**config.mk**
```make
export PLATFORM = sky130hd
export DESIGN_NAME = axis_tmr_aligner
export DESIGN_NICKNAME = d
export VERILOG_FILES = /design/src/rtl/axis_tmr_pkg.sv /design/src/rtl/axis_tmr_fifo.sv /design/src/rtl/axis_tmr_aligner.sv
export SDC_FILE = /design/constraint.sdc
export NUM_CORES = 1
export LEC_CHECK = 0
export BUFFER_PORTS_ARGS = -buffer_cell sky130_fd_sc_hd__buf_2
export CORE_MARGIN = 10
export CORE_UTILIZATION = 50
export DETAILED_ROUTE_END_ITERATION = 12
export HOLD_SLACK_MARGIN = 0.1
export PLACE_DENSITY_LB_ADDON = 0.1
export SETUP_SLACK_MARGIN = 0.3
export SYNTH_ARGS = -nofsm -noshare
export SYNTH_HDL_FRONTEND = slang
export SYNTH_SLANG_ARGS = --single-unit
```
**constraint.sdc**
```tcl
create_clock -name ACLK -period 6.87 [get_ports ACLK]
set_input_delay 0.3435 -clock ACLK [delete_from_list [all_inputs] [get_ports ACLK]]
set_output_delay 0.3435 -clock ACLK [all_outputs]
set_load 0.01 [all_outputs]
```
**src/rtl/axis_tmr_pkg.sv**
```systemverilog
// Shared types for the TMR AXI-Stream aligner: lane count, lane masks and aligner states.
package axis_tmr_pkg;

    localparam int N_LANES = 3;

    typedef logic [N_LANES-1:0] lane_mask_t;

    typedef enum logic [1:0] {
        IDLE     = 2'd0,
        WAIT     = 2'd1,
        DEGRADED = 2'd2
    } align_state_t;

endpackage

```
**src/rtl/axis_tmr_fifo.sv**
```systemverilog
// Single-clock first-word-fall-through FIFO for one replica lane, with synchronous flush.
// ready is registered (!full after this cycle's push/pop) so it has no path from pop.
module axis_tmr_fifo #(
    parameter int WIDTH = 33,
    parameter int DEPTH = 8
) (
    input  logic             clk,
    input  logic             rst_n,
    input  logic             flush,
    input  logic             push,
    input  logic             pop,
    input  logic [WIDTH-1:0] wdata,
    output logic [WIDTH-1:0] rdata,
    output logic             ne,
    output logic             ready
);

    localparam int AW = $clog2(DEPTH);
    localparam int PW = AW + 1;

    logic [WIDTH-1:0] mem [DEPTH];
    logic [PW-1:0]    wr_ptr;
    logic [PW-1:0]    rd_ptr;
    logic [PW-1:0]    wr_nxt;
    logic [PW-1:0]    rd_nxt;
    logic             do_push;
    logic             do_pop;
    logic             full_nxt;

    assign do_push = push & ready;
    assign do_pop  = pop & ne;
    assign ne      = (wr_ptr != rd_ptr);
    assign rdata   = mem[rd_ptr[AW-1:0]];

    // Extra pointer bit distinguishes full from empty when the index bits match.
    always_comb begin
        wr_nxt   = wr_ptr + PW'(do_push);
        rd_nxt   = rd_ptr + PW'(do_pop);
        full_nxt = (wr_nxt[AW] != rd_nxt[AW]) && (wr_nxt[AW-1:0] == rd_nxt[AW-1:0]);
    end

    always_ff @(posedge clk or negedge rst_n) begin
        if (!rst_n) begin
            wr_ptr <= '0;
            rd_ptr <= '0;
            ready  <= 1'b0;
        end else if (flush) begin
            wr_ptr <= '0;
            rd_ptr <= '0;
            ready  <= 1'b1;
        end else begin
            wr_ptr <= wr_nxt;
            rd_ptr <= rd_nxt;
            ready  <= !full_nxt;
        end
    end

    always_ff @(posedge clk) begin
        if (do_push && !flush) begin
            mem[wr_ptr[AW-1:0]] <= wdata;
        end
    end

endmodule

```
**src/rtl/axis_tmr_aligner.sv**
```systemverilog
// Aligns three skewed replica AXI-Stream inputs into one wide triplet beat, with a watchdog
// that releases degraded beats. Optional skew statistics: define AXIS_TMR_ALIGNER_SKEW_STATS_EN.
module axis_tmr_aligner
    import axis_tmr_pkg::*;
#(
    parameter int DATA_WIDTH     = 32,
    parameter int FIFO_DEPTH     = 8,
    parameter int TIMEOUT_CYCLES = 256
) (
    input  logic                    ACLK,
    input  logic                    ARESETN,
    input  logic [DATA_WIDTH-1:0]   S00_AXIS_TDATA,
    input  logic                    S00_AXIS_TLAST,
    input  logic                    S00_AXIS_TVALID,
    output logic                    S00_AXIS_TREADY,
    input  logic [DATA_WIDTH-1:0]   S01_AXIS_TDATA,
    input  logic                    S01_AXIS_TLAST,
    input  logic                    S01_AXIS_TVALID,
    output logic                    S01_AXIS_TREADY,
    input  logic [DATA_WIDTH-1:0]   S02_AXIS_TDATA,
    input  logic                    S02_AXIS_TLAST,
    input  logic                    S02_AXIS_TVALID,
    output logic                    S02_AXIS_TREADY,
    output logic [3*DATA_WIDTH-1:0] M_AXIS_TDATA,
    output logic [2:0]              M_AXIS_TLAST,
    output logic [2:0]              M_AXIS_TUSER,
    output logic                    M_AXIS_TVALID,
    input  logic                    M_AXIS_TREADY,
    output logic [2:0]              err_timeout,
    input  logic                    err_clr,
`ifdef AXIS_TMR_ALIGNER_SKEW_STATS_EN
    output logic [$clog2(TIMEOUT_CYCLES+1)-1:0] max_skew,
`endif
    output logic [1:0]              dbg_state
);

    // Handshake: a beat moves on a rising edge where TVALID and TREADY are both high.
    // M_AXIS_TVALID never depends on M_AXIS_TREADY; once high it holds with a stable
    // payload until accepted, except that err_clr deliberately drops the pending beat.

    localparam int CW = $clog2(TIMEOUT_CYCLES + 1);
    localparam logic [CW-1:0] TO_LAST = CW'(TIMEOUT_CYCLES - 1);

    align_state_t        state;
    align_state_t        state_nxt;
    logic [CW-1:0]       cnt;
    logic [CW-1:0]       cnt_nxt;
    lane_mask_t          deg_mask;
    lane_mask_t          deg_mask_nxt;
    lane_mask_t          err;
    lane_mask_t          err_nxt;
    lane_mask_t          ne;
    lane_mask_t          s_valid;
    lane_mask_t          s_ready;
    lane_mask_t          out_mask;
    lane_mask_t          pop_mask;
    logic                out_valid;
    logic [DATA_WIDTH:0] s_data [N_LANES];
    logic [DATA_WIDTH:0] head   [N_LANES];

    assign s_data[0] = {S00_AXIS_TLAST, S00_AXIS_TDATA};
    assign s_data[1] = {S01_AXIS_TLAST, S01_AXIS_TDATA};
    assign s_data[2] = {S02_AXIS_TLAST, S02_AXIS_TDATA};
    assign s_valid   = {S02_AXIS_TVALID, S01_AXIS_TVALID, S00_AXIS_TVALID};

    assign S00_AXIS_TREADY = s_ready[0];
    assign S01_AXIS_TREADY = s_ready[1];
    assign S02_AXIS_TREADY = s_ready[2];

    for (genvar n = 0; n < N_LANES; n++) begin : g_lane
        axis_tmr_fifo #(
            .WIDTH (DATA_WIDTH + 1),
            .DEPTH (FIFO_DEPTH)
        ) u_fifo (
            .clk   (ACLK),
            .rst_n (ARESETN),
            .flush (err_clr),
            .push  (s_valid[n]),
            .pop   (pop_mask[n]),
            .wdata (s_data[n]),
            .rdata (head[n]),
            .ne    (ne[n]),
            .ready (s_ready[n])
        );

        // Absent lanes read as zero so the voter never sees stale FIFO contents.
        assign M_AXIS_TDATA[n*DATA_WIDTH +: DATA_WIDTH] = out_mask[n] ? head[n][DATA_WIDTH-1:0] : '0;
        assign M_AXIS_TLAST[n] = out_mask[n] & head[n][DATA_WIDTH];
    end

    always_comb begin
        state_nxt    = state;
        cnt_nxt      = cnt;
        deg_mask_nxt = deg_mask;
        err_nxt      = err;
        out_valid    = 1'b0;
        out_mask     = '0;
        case (state)
            IDLE: begin
                cnt_nxt = '0;
                if (&ne) begin
                    out_valid = 1'b1;
                    out_mask  = '1;
                end else if (|ne) begin
                    state_nxt = WAIT;
                end
            end
            WAIT: begin
                if (&ne) begin
                    // IDLE keeps presenting the same triplet until it is accepted.
                    out_valid = 1'b1;
                    out_mask  = '1;
                    state_nxt = IDLE;
                    cnt_nxt   = '0;
                end else if (cnt == TO_LAST) begin
                    err_nxt      = err | ~ne;
                    deg_mask_nxt = ne;
                    state_nxt    = DEGRADED;
                    cnt_nxt      = '0;
                end else begin
                    cnt_nxt = cnt + 1'b1;
                end
            end
            DEGRADED: begin
                out_valid = 1'b1;
                out_mask  = deg_mask;
                if (M_AXIS_TREADY) begin
                    state_nxt = IDLE;
                end
            end
            default: state_nxt = IDLE;
        endcase
        if (err_clr) begin
            state_nxt    = IDLE;
            cnt_nxt      = '0;
            deg_mask_nxt = '0;
            err_nxt      = '0;
        end
    end

    assign pop_mask = (out_valid && M_AXIS_TREADY) ? out_mask : '0;

    always_ff @(posedge ACLK or negedge ARESETN) begin
        if (!ARESETN) begin
            state    <= IDLE;
            cnt      <= '0;
            deg_mask <= '0;
            err      <= '0;
        end else begin
            state    <= state_nxt;
            cnt      <= cnt_nxt;
            deg_mask <= deg_mask_nxt;
            err      <= err_nxt;
        end
    end

    assign M_AXIS_TVALID = out_valid;
    assign M_AXIS_TUSER  = out_mask;
    assign err_timeout   = err;
    assign dbg_state     = state;

`ifdef AXIS_TMR_ALIGNER_SKEW_STATS_EN
    logic skew_evt;

    assign skew_evt = (state == WAIT) && ((&ne) || (cnt == TO_LAST));

    always_ff @(posedge ACLK or negedge ARESETN) begin
        if (!ARESETN) begin
            max_skew <= '0;
        end else if (err_clr) begin
            max_skew <= '0;
        end else if (skew_evt && (cnt > max_skew)) begin
            max_skew <= cnt;
        end
    end
`endif

endmodule

```
Yosys cells after proc, flatten, opt, wreduce, memory -nomap -nowiden
Memory sizes are Yosys's and may differ from the RTL's.
Cells that the tools add are included.
Widths: inputs -> output; s select.

word-level totals
  register bits after elaboration = 44
  bits in writable memories = 792
  memories kept = 3

cells by class
  $add $sub $neg = 7
  eq/ne operators = 17
  multiplexer cells = 42
  bitwise gates (word level) = 11
  reductions and logical operators = 20

memories
  name                  depth  width  rd ports  clocked after Yosys merged registers in  write ports  line                 RTL
  g_lane[0].u_fifo.mem  8      33     1         0                                        1            axis_tmr_fifo.sv:21  logic [WIDTH-1:0] mem [DEPTH];
  g_lane[1].u_fifo.mem  8      33     1         0                                        1            axis_tmr_fifo.sv:21
  g_lane[2].u_fifo.mem  8      33     1         0                                        1            axis_tmr_fifo.sv:21

operators by type and width
  kind                 count
  $mux 32              3
  $mux 3               10
  $mux 9               3
  $add 4x1->4          6
  $mux 4               6
  $pmux 9 s2           1
  $mux 2               6
  $ne 4x4->1           3
  $mux 1               10
  $add 9x1->9 const B  1
  $and 1x1->1          9
  $eq 3x3->1           3
  $eq 9x8->1 const B   1
  $ne 3x3->1 const B   3
  $logic_and 1x1->1    7
  $pmux 2 s3           1
  $pmux 3 s2           1
  $reduce_and 3->1     2
  $logic_not 1->1      4
  $ne 4x4->1 const B   1
  $reduce_and 4->1     1
  $reduce_bool 2->1    2
  $ne 1x1->1           3
  $not 3->3            1
  9 further kinds      9

Depth between registers and ports, before layout
Gate-level depths: netlist of run 1.

  word-level depth = 12
  depth in mapped cells = 12
  mapped depth without buffers = 10

Modules after synthesis
Synthesis of run 1 repeated with hierarchy kept, for this count alone.

unflattened totals
  cell total of the unflattened synthesis = 1525
  area, all modules = 33315.7 sq um

by module, submodules not included
  module                                times used  cells each  area each (sq um)  sequential area each (sq um)
  axis_tmr_fifo (g_lane[0].u_fifo ...)  2           440         10568.9            8152.8
  axis_tmr_fifo (g_lane[2].u_fifo)      1           440         10557.6            8152.8
  axis_tmr_aligner                      1           205         1620.3             425.4

Worst setup path after synthesis of run 1
Ideal clock, no wire load.

  path type = reg2reg
  from = register g_lane[1].u_fifo.wr_ptr[0]
  to = memory g_lane[1].u_fifo.mem[0][0], enable pin
  library setup time = 0.464 ns
  data arrival time = 3.106 ns
  required time = 6.406 ns
  path slack = 3.299 ns
  cell stages (with the launch flop) = 3
  path buffers = 0
  clock period less this slack = 3.571 ns
  cell sequence = dfrtp_1 -> or3_1 -> nor3_1

RTL lines
  what                    line                 RTL
  from (decl)             axis_tmr_fifo.sv:22  logic [PW-1:0] wr_ptr;
  from (signal assigned)  axis_tmr_fifo.sv:52  wr_ptr <= wr_nxt;
  to (decl)               axis_tmr_fifo.sv:21

No word-level cell before the write port.

Worst setup path after layout of run 1
  from = register g_lane[1].u_fifo.rd_ptr[2]
  to = output M_AXIS_TDATA[93]

on the way
  word-level cells in the longest chain between the ends = 5

ends and longest elaborated chain
  what                    line                                              RTL
  from (decl)             axis_tmr_fifo.sv:23                               logic [PW-1:0] rd_ptr;
  from (signal assigned)  axis_tmr_fifo.sv:53                               rd_ptr <= rd_nxt;
  $ne 4x4->1              axis_tmr_fifo.sv:32                               assign ne = (wr_ptr != rd_ptr);
  $reduce_and 3->1        axis_tmr_aligner.sv:101, axis_tmr_aligner.sv:109
  $mux 3                  axis_tmr_aligner.sv:101, axis_tmr_aligner.sv:109
  $pmux 3 s2              axis_tmr_aligner.sv:98                            case (state)
  $mux 32                 axis_tmr_aligner.sv:87                            assign M_AXIS_TDATA[n*DATA_WIDTH +: DATA_WIDTH] = out_mask[n] ? head[n][DATA_WIDTH-1:0] : '0;
  to (decl)               axis_tmr_aligner.sv:24                            output logic [3*DATA_WIDTH-1:0] M_AXIS_TDATA,

No other way between the ends.

==> flow_summary.ini, run 1 <==
[status]
status = complete, no violations

[worst_setup_path]
r2r_start = g_lane[1].u_fifo.rd_ptr[2]
timing.rr.end = g_lane[2].u_fifo.ready
crit_path_cell_trace = buf_4, xnor2_2, nand4_2, nand3_1, a2bb2oi_4, nor2_1, buf_2
max_stage_delay_ns = 0.86
reg2reg_depth = 11
crit_arrival_ns = 3.69
worstSetupEndpointType = output pin
cp_max_fo = 36
slowest_stage = a2bb2oi_4
crit_type = flip-flop to output pin
crit_required_ns = 6.53
start_kind = flip-flop
r2r_slack_ns = 2.88

[global_routing]
grt_antenna_before_repair = 4
grt_start_max_net_pins = 69
grt_pass1_wl_um = 105000
track_usage_pct = 18.3
grt_pass1_vias = 17000
grt_overflow = 0

[hold_path]
holdPathStages = 4
hold_class = primary input to flip-flop
whs_endpoint = dbg_state[1]
hold_path.startpoint = M_AXIS_TREADY

[power]
swShare_pct = 19.7
switchingPower_mw = 2.11
power.share.clock_pct = 43.1
power_density_mw_per_mm2 = 277
seqPwrFrac_pct = 53.2
power_frac_comb_pct = 3.7
vdd_drop_max_uv = 196
p_int_mw = 8.57
leakagePower_nw = 12.6

[timing]
period_needed_ns = 4.03
hold_violations = 0
setup_slack_ns = 2.84
fmax_mhz = 248
skew_ns = 0.0241
setup_viol = 0
rsz0062_at_grt = false
finalSetupTns_ns = 0
relSlewSlack_pct = 24.7
slew_violations = 0
worst_slew_pin_slew_ns = 1.13
fin_crit_sh_pct = 58.7

[finish]
nNetsFinal = 2012
area_growth_pct = 18.8
drive_above_1_share_pct = 31.3
final_cells = 2817
fin_util_pct = 59.9
final_cell_area_sq_mm = 0.0386

[placed_design]
gp_congestion = 0.715
hpwl_um = 37100
post-place-ws_ns = 2.89
placed_cell_area_sq_mm = 0.0348
dpl.cell_count = 2561
io_buffer_count = 216

[yosys]
synth_cell_types = 38
synth.avg_cell_area_sq_um = 21.2
syn_area_sq_mm = 0.0325
syn_nets = 1653
synthCells = 1534
synth_edf_count = 792
synth_ff_type = edfxtp_1
synth-async-reset-ratio_pct = 5.26
synth-seq-cells = 836
yosysWarnings = 0
ys_seq_area_share_pct = 76.7

[clock_network]
holdBufCountCts = 100
cts_resized = 0
numCtsBuffers = 85
cts_tree = yes
clk_pin_slew_ns = 0.06
cts_max_level = 3
cts_setup_buffers = 0
insertion_delay_ns = 0.62
clk_path_buf_depth = 3
clock-sinks = 836
cts-root-buf = clkbuf_16

[route]
drc_errors = 0
vias_per_cell = 5.57
wl_per_cell_um = 24.0
ant_nets = 0
wirelength_um = 67700
firstDrtPassIters = 5
first_iter_violations = 1125
vias = 15700

[floorplanning]
coreArea_sq_mm = 0.0643
initial_core_util_pct = 50.4
row_count = 93
die-area_sq_mm = 0.0755
die_h_um = 275
die_w_um = 275
ioPinCount = 217

[run]
drv_cap = 0
==> cells in the final DEF (no fill, tap or decap), types with 9 or more instances in the layout <==
master | synthesis | final
edfxtp_1 | 792 | 792
buf_2 | 28 | 216
mux4_2 | 198 | 198
nor2_1 | 140 | 122
dlygate4sd3_1 | 0 | 100
mux2i_1 | 99 | 99
clkbuf_16 | 0 | 91
buf_4 | 3 | 39
dfrtp_1 | 44 | 35
clkbuf_1 | 47 | 26
nand2_1 | 22 | 22
xnor2_1 | 21 | 21
nor2_4 | 0 | 18
nand3_1 | 16 | 16
xor2_1 | 15 | 15
nor2b_1 | 14 | 14
ha_1 | 13 | 13
clkinv_1 | 0 | 13
nor3_1 | 16 | 10
clkinv_2 | 0 | 9
==> synth_stat cells (3+ instances only) <==
master	count	area, sq um
nand4_1	3	18.8
mux4_2	198	4460
xor2_1	15	131
buf_1	5	18.8
nor2b_1	14	87.6
a21oi_1	8	40.0
nor3_1	16	80.1
a31oi_1	4	25.0
buf_4	3	22.5
nor2_1	140	526
nand2_1	22	82.6
xnor2_1	21	184
buf_2	28	140
a2bb2oi_2	3	45.0
nand3_1	16	80.1
ha_1	13	163
nand2b_1	6	37.5
inv_1	8	30.0
edfxtp_1	792	23800
o21ba_2	3	30.0
dfrtp_1	44	1100
or3_1	5	31.3
clkbuf_1	47	176
mux2i_1	99	991
==> sequential cells by signal (all words and copies together), names as in the netlist <==
name                  cells
deg_mask                  3
g_lane.u_fifo.rd_ptr     12
g_lane.u_fifo.ready       3
cnt                       9
g_lane.u_fifo.mem       792
dbg_state                 2
err_timeout               3
g_lane.u_fifo.wr_ptr     12
==> how the worst max path moves through the flow <==
stage                          startpoint                    endpoint  slack, ns  depth (start not counted)
6_report       g_lane[1].u_fifo.rd_ptr[2]            M_AXIS_TDATA[93]       2.84                          7
5_1_grt        g_lane[1].u_fifo.rd_ptr[2]      g_lane[2].u_fifo.ready       2.59                         11
4_1_cts        g_lane[1].u_fifo.rd_ptr[2]            M_AXIS_TDATA[93]       2.79                          7
3_5_place_dp   g_lane[1].u_fifo.rd_ptr[2]      g_lane[2].u_fifo.ready       2.89                         11
3_3_place_gp   g_lane[1].u_fifo.rd_ptr[2]      g_lane[2].u_fifo.ready       3.02                         11
2_1_floorplan  g_lane[1].u_fifo.wr_ptr[0]  g_lane[1].u_fifo.mem[0][0]       3.30                          2
==> cells by family after synthesis <==
family,synth area share (%)
buffers and inverters,1.20
AND/OR/NAND/NOR,3.26
flip-flops,76.7
adder cells (fa/ha/maj),0.501
multiplexers,16.8
AO/OA/AOI/OAI,0.567
XOR/XNOR,1.02
==> power by group through the flow <==
stage | clock, mW | sequential [mW] | combinational [mW]
after detailed placement | 0 | 5.79 | 0.359
after global placement | 0 | 5.78 | 0.349
final | 4.60 | 5.68 | 0.400
after CTS | 4.72 | 5.68 | 0.409
after floorplan | 0 | 5.78 | 0.177
after global routing | 4.93 | 5.68 | 0.440
==> layout make-up <==
cell class                      count  area [sq um]
Fill cell                        4672         25800
Clock inverter                     35           390
Tap cell                          855          1070
Multi-Input combinational cell    607          7380
Sequential cell                   836         24900
Clock buffer                      120          2420
Inverter                            8          30.0
Timing Repair Buffer              355          2370
Antenna cell                        1          2.50
==> through the flow <==
stage                     hold WS (ns)  power [mW]
after CTS                        0.126        10.8
after detailed placement         0.497        6.14
after global placement           0.492        6.13
final                            0.173        10.7
after floorplan                 0.0479        5.96
after global routing             0.213        11.1
==> layer usage <==
metal / vias to the layer above / part of all wire, % / track usage [%]
met5: - / 0.040 / 0
met4: 4 / 1.5 / 4.90
met3: 71 / 5.4 / 3.34
met2: 397 / 51 / 30.9
met1: 8258 / 42 / 24.4
li1: 6960 / - / -
==> worst max-delay path, delay by kind of cell (launching register included) <==
family / cells / cell delay [ns]
simple gates: 3 / 0.82
flops: 1 / 0.34
buf+inv: 2 / 0.81
compound gates: 1 / 0.86
xor+xnor: 1 / 0.19
(Power assumes the default switching activity.)
==> run 2, diff against run 1 <==
Settings changed: ABC_AREA set to 1.
Clock period 6.87 ns to 3.45 ns, I/O delays scaled along.
==> flow_summary.ini, run 2 <==
[status]
status = complete, no violations

[floorplanning]
coreArea_sq_mm = 0.0672
die_w_um = 280
ioPinCount = 217
initial_core_util_pct = 50.5
row_count = 95
die-area_sq_mm = 0.0786
die_h_um = 280

[finish]
final_cell_area_sq_mm = 0.0399
drive_above_1_share_pct = 15.7
final_common_cell = edfxtp_1
fin_util_pct = 59.4
nNetsFinal = 3033
area_growth_pct = 17.7
largest_reg_flops = 792
final_cells = 3854
final_cell_mix = edfxtp_1, nand2_1, a21oi_1, buf_2, dlygate4sd3_1

[route]
maxUsedRoutingLayer = met5
firstDrtPassIters = 5
wl_met3_um = 5330
wirelength_um = 83000
drc_errors = 0
vias = 21800
wl_per_cell_um = 21.5
ant_nets = 0
vias_per_cell = 5.66
first_iter_violations = 1848
wl_met2_um = 40200
m1WireLength_um = 35700

[hold_path]
hold_class = primary input to asynchronous set/reset pin

[yosys]
yosys-top-cells-area = edfxtp_1, nand2_1, a21oi_1, dfrtp_1, a32o_1
ys_seq_area_share_pct = 73.4
synth-seq-cells = 836
synth_top_area_share_pct = 70.1
yosysWarnings = 0
synthCells = 2622
syn_nets = 2741
netlist_top_cells_count = edfxtp_1, nand2_1, a21oi_1
synth.avg_cell_area_sq_um = 12.9
synth-async-reset-ratio_pct = 5.26
synth_edf_count = 792
syn_area_sq_mm = 0.0339
synth_ff_type = edfxtp_1
synth_cell_types = 37
synth_top_area_cell = edfxtp_1
synth.most_common_cell = edfxtp_1

[clock_network]
numCtsBuffers = 88
cts_max_level = 3
cts-root-buf = clkbuf_16
cts_setup_buffers = 0
clock-sinks = 836
clk_pin_slew_ns = 0.06
clk_path_buf_depth = 3
insertion_delay_ns = 0.64
cts_tree = yes

[timing]
setup_viol = 0
hold_violations = 0
finalSetupTns_ns = 0
hold-worst-slack_ns = 0.187
fin_crit_sh_pct = 87.1
setup_slack_ns = 0.447
worst_slew_pin_slew_ns = 0.809
rsz0062_at_grt = true
fmax_mhz = 333
period_needed_ns = 3.00
relSlewSlack_pct = 46.1
skew_ns = 0.0131
slew_violations = 0

[worst_setup_path]
start_kind = flip-flop
critPathTopFamily = buffers and inverters
crit_path_cell_trace = buf_4, nand2_1, nand2_1, nor2_1, nand2_2, nand4_4, buf_6, a21oi_1, buf_2
critPathBufInv = 3
crit_type = flip-flop to output pin
crit_top_cell = nand2_1
worstSetupEndpointType = output pin
cp_max_fo = 50
slowest_stage = buf_6
max_stage_delay_ns = 0.50
crit_required_ns = 3.28
crit_arrival_ns = 2.83

[power]
leakagePower_nw = 15.0
vdd_drop_max_uv = 400
totalPowerFinal_mw = 21.8
power_density_mw_per_mm2 = 547

[global_routing]
grt_antenna_before_repair = 5
grt_start_max_net_pins = 133
track_usage_pct = 20.9
grt_pass1_vias = 21700
grt_overflow = 0
grt_pass1_wl_um = 128000

[placed_design]
hpwl_um = 45300
post-place-ws_ns = 0.525
placed_cell_area_sq_mm = 0.0360
io_buffer_count = 216
gp_congestion = 0.771
dpl.cell_count = 3592

[run]
drv_cap = 0
==> run 2: cell count changes after synthesis, sizes merged, moves of 76 or more <==
cell   previous run  this run
nand2            22       699
buf              36       112
mux2i            99         0
a22oi             0        99
mux4            198         0
o21ai             1       116
a21oi             8       398
a32o              0        99
==> run 2: final cells by class <==
type,instances,area (sq um)
fillers,5294,27200
flip-flops and latches,836,24900
multi-input cells,1553,8090
repair buffers,379,2810
clock buffers,105,2290
well taps,873,1090
clock inverters,50,509
inverters,56,223
diodes,2,5.00
==> run 2: power breakdown <==
part / total, mW / switching (mW) / internal, mW
clock network: 9.14 / 3.87 / 5.28
logic: 1.32 / 0.866 / 0.454
registers: 11.4 / 0.0827 / 11.3
total: 21.8 / 4.81 / 17.0
==> run 2: worst paths after layout <==
| kind | startpoint | endpoint | slack, ns | cells past startpoint |
|---|---|---|---|---|
| setup / recovery | g_lane[2].u_fifo.rd_ptr[1] | M_AXIS_TDATA[68] | 0.45 | 9 |
| hold / removal | ARESETN | g_lane[0].u_fifo.rd_ptr[1] | 0.19 | 2 |
| setup reg to reg | g_lane[2].u_fifo.rd_ptr[1] | g_lane[1].u_fifo.ready | 0.64 | 15 |
| hold reg to reg | deg_mask[1] | deg_mask[1] | 0.49 | 2 |
| max in group asynchronous | ARESETN | g_lane[1].u_fifo.rd_ptr[0] | 2.56 | 3 |
| min in group ACLK | S00_AXIS_TLAST | g_lane[0].u_fifo.mem[7][32] | 0.34 | 2 |
==> run 2: cell families after synthesis <==
kind of cell | share of synthesized area (%)
DFF | 73.4
AOI/OAI and AO/OA | 13.0
and+or+nand+nor | 9.11
xor gates and xnor gates | 0.697
buffers and inverters | 3.32
adders and majority gates | 0.480
==> run 2: repair_timing <==
| action | CTS | global route |
|---|---|---|
| gates resized for setup | 13 | 11 |
| cloned | 0 | 0 |
| hold buffers | 105 | 0 |
| hold endpoints to repair | 839 | 0 |
| endpoints found under the setup margin | 44 | 22 |
==> run 2: per-layer routing <==
metal | vias up | global-route usage (%)
met3 | 130 | 4.21
met5 | - | 0
met2 | 588 | 34.2
li1 | 10200 | -
met4 | 6 | 6.37
met1 | 10800 | 27.8
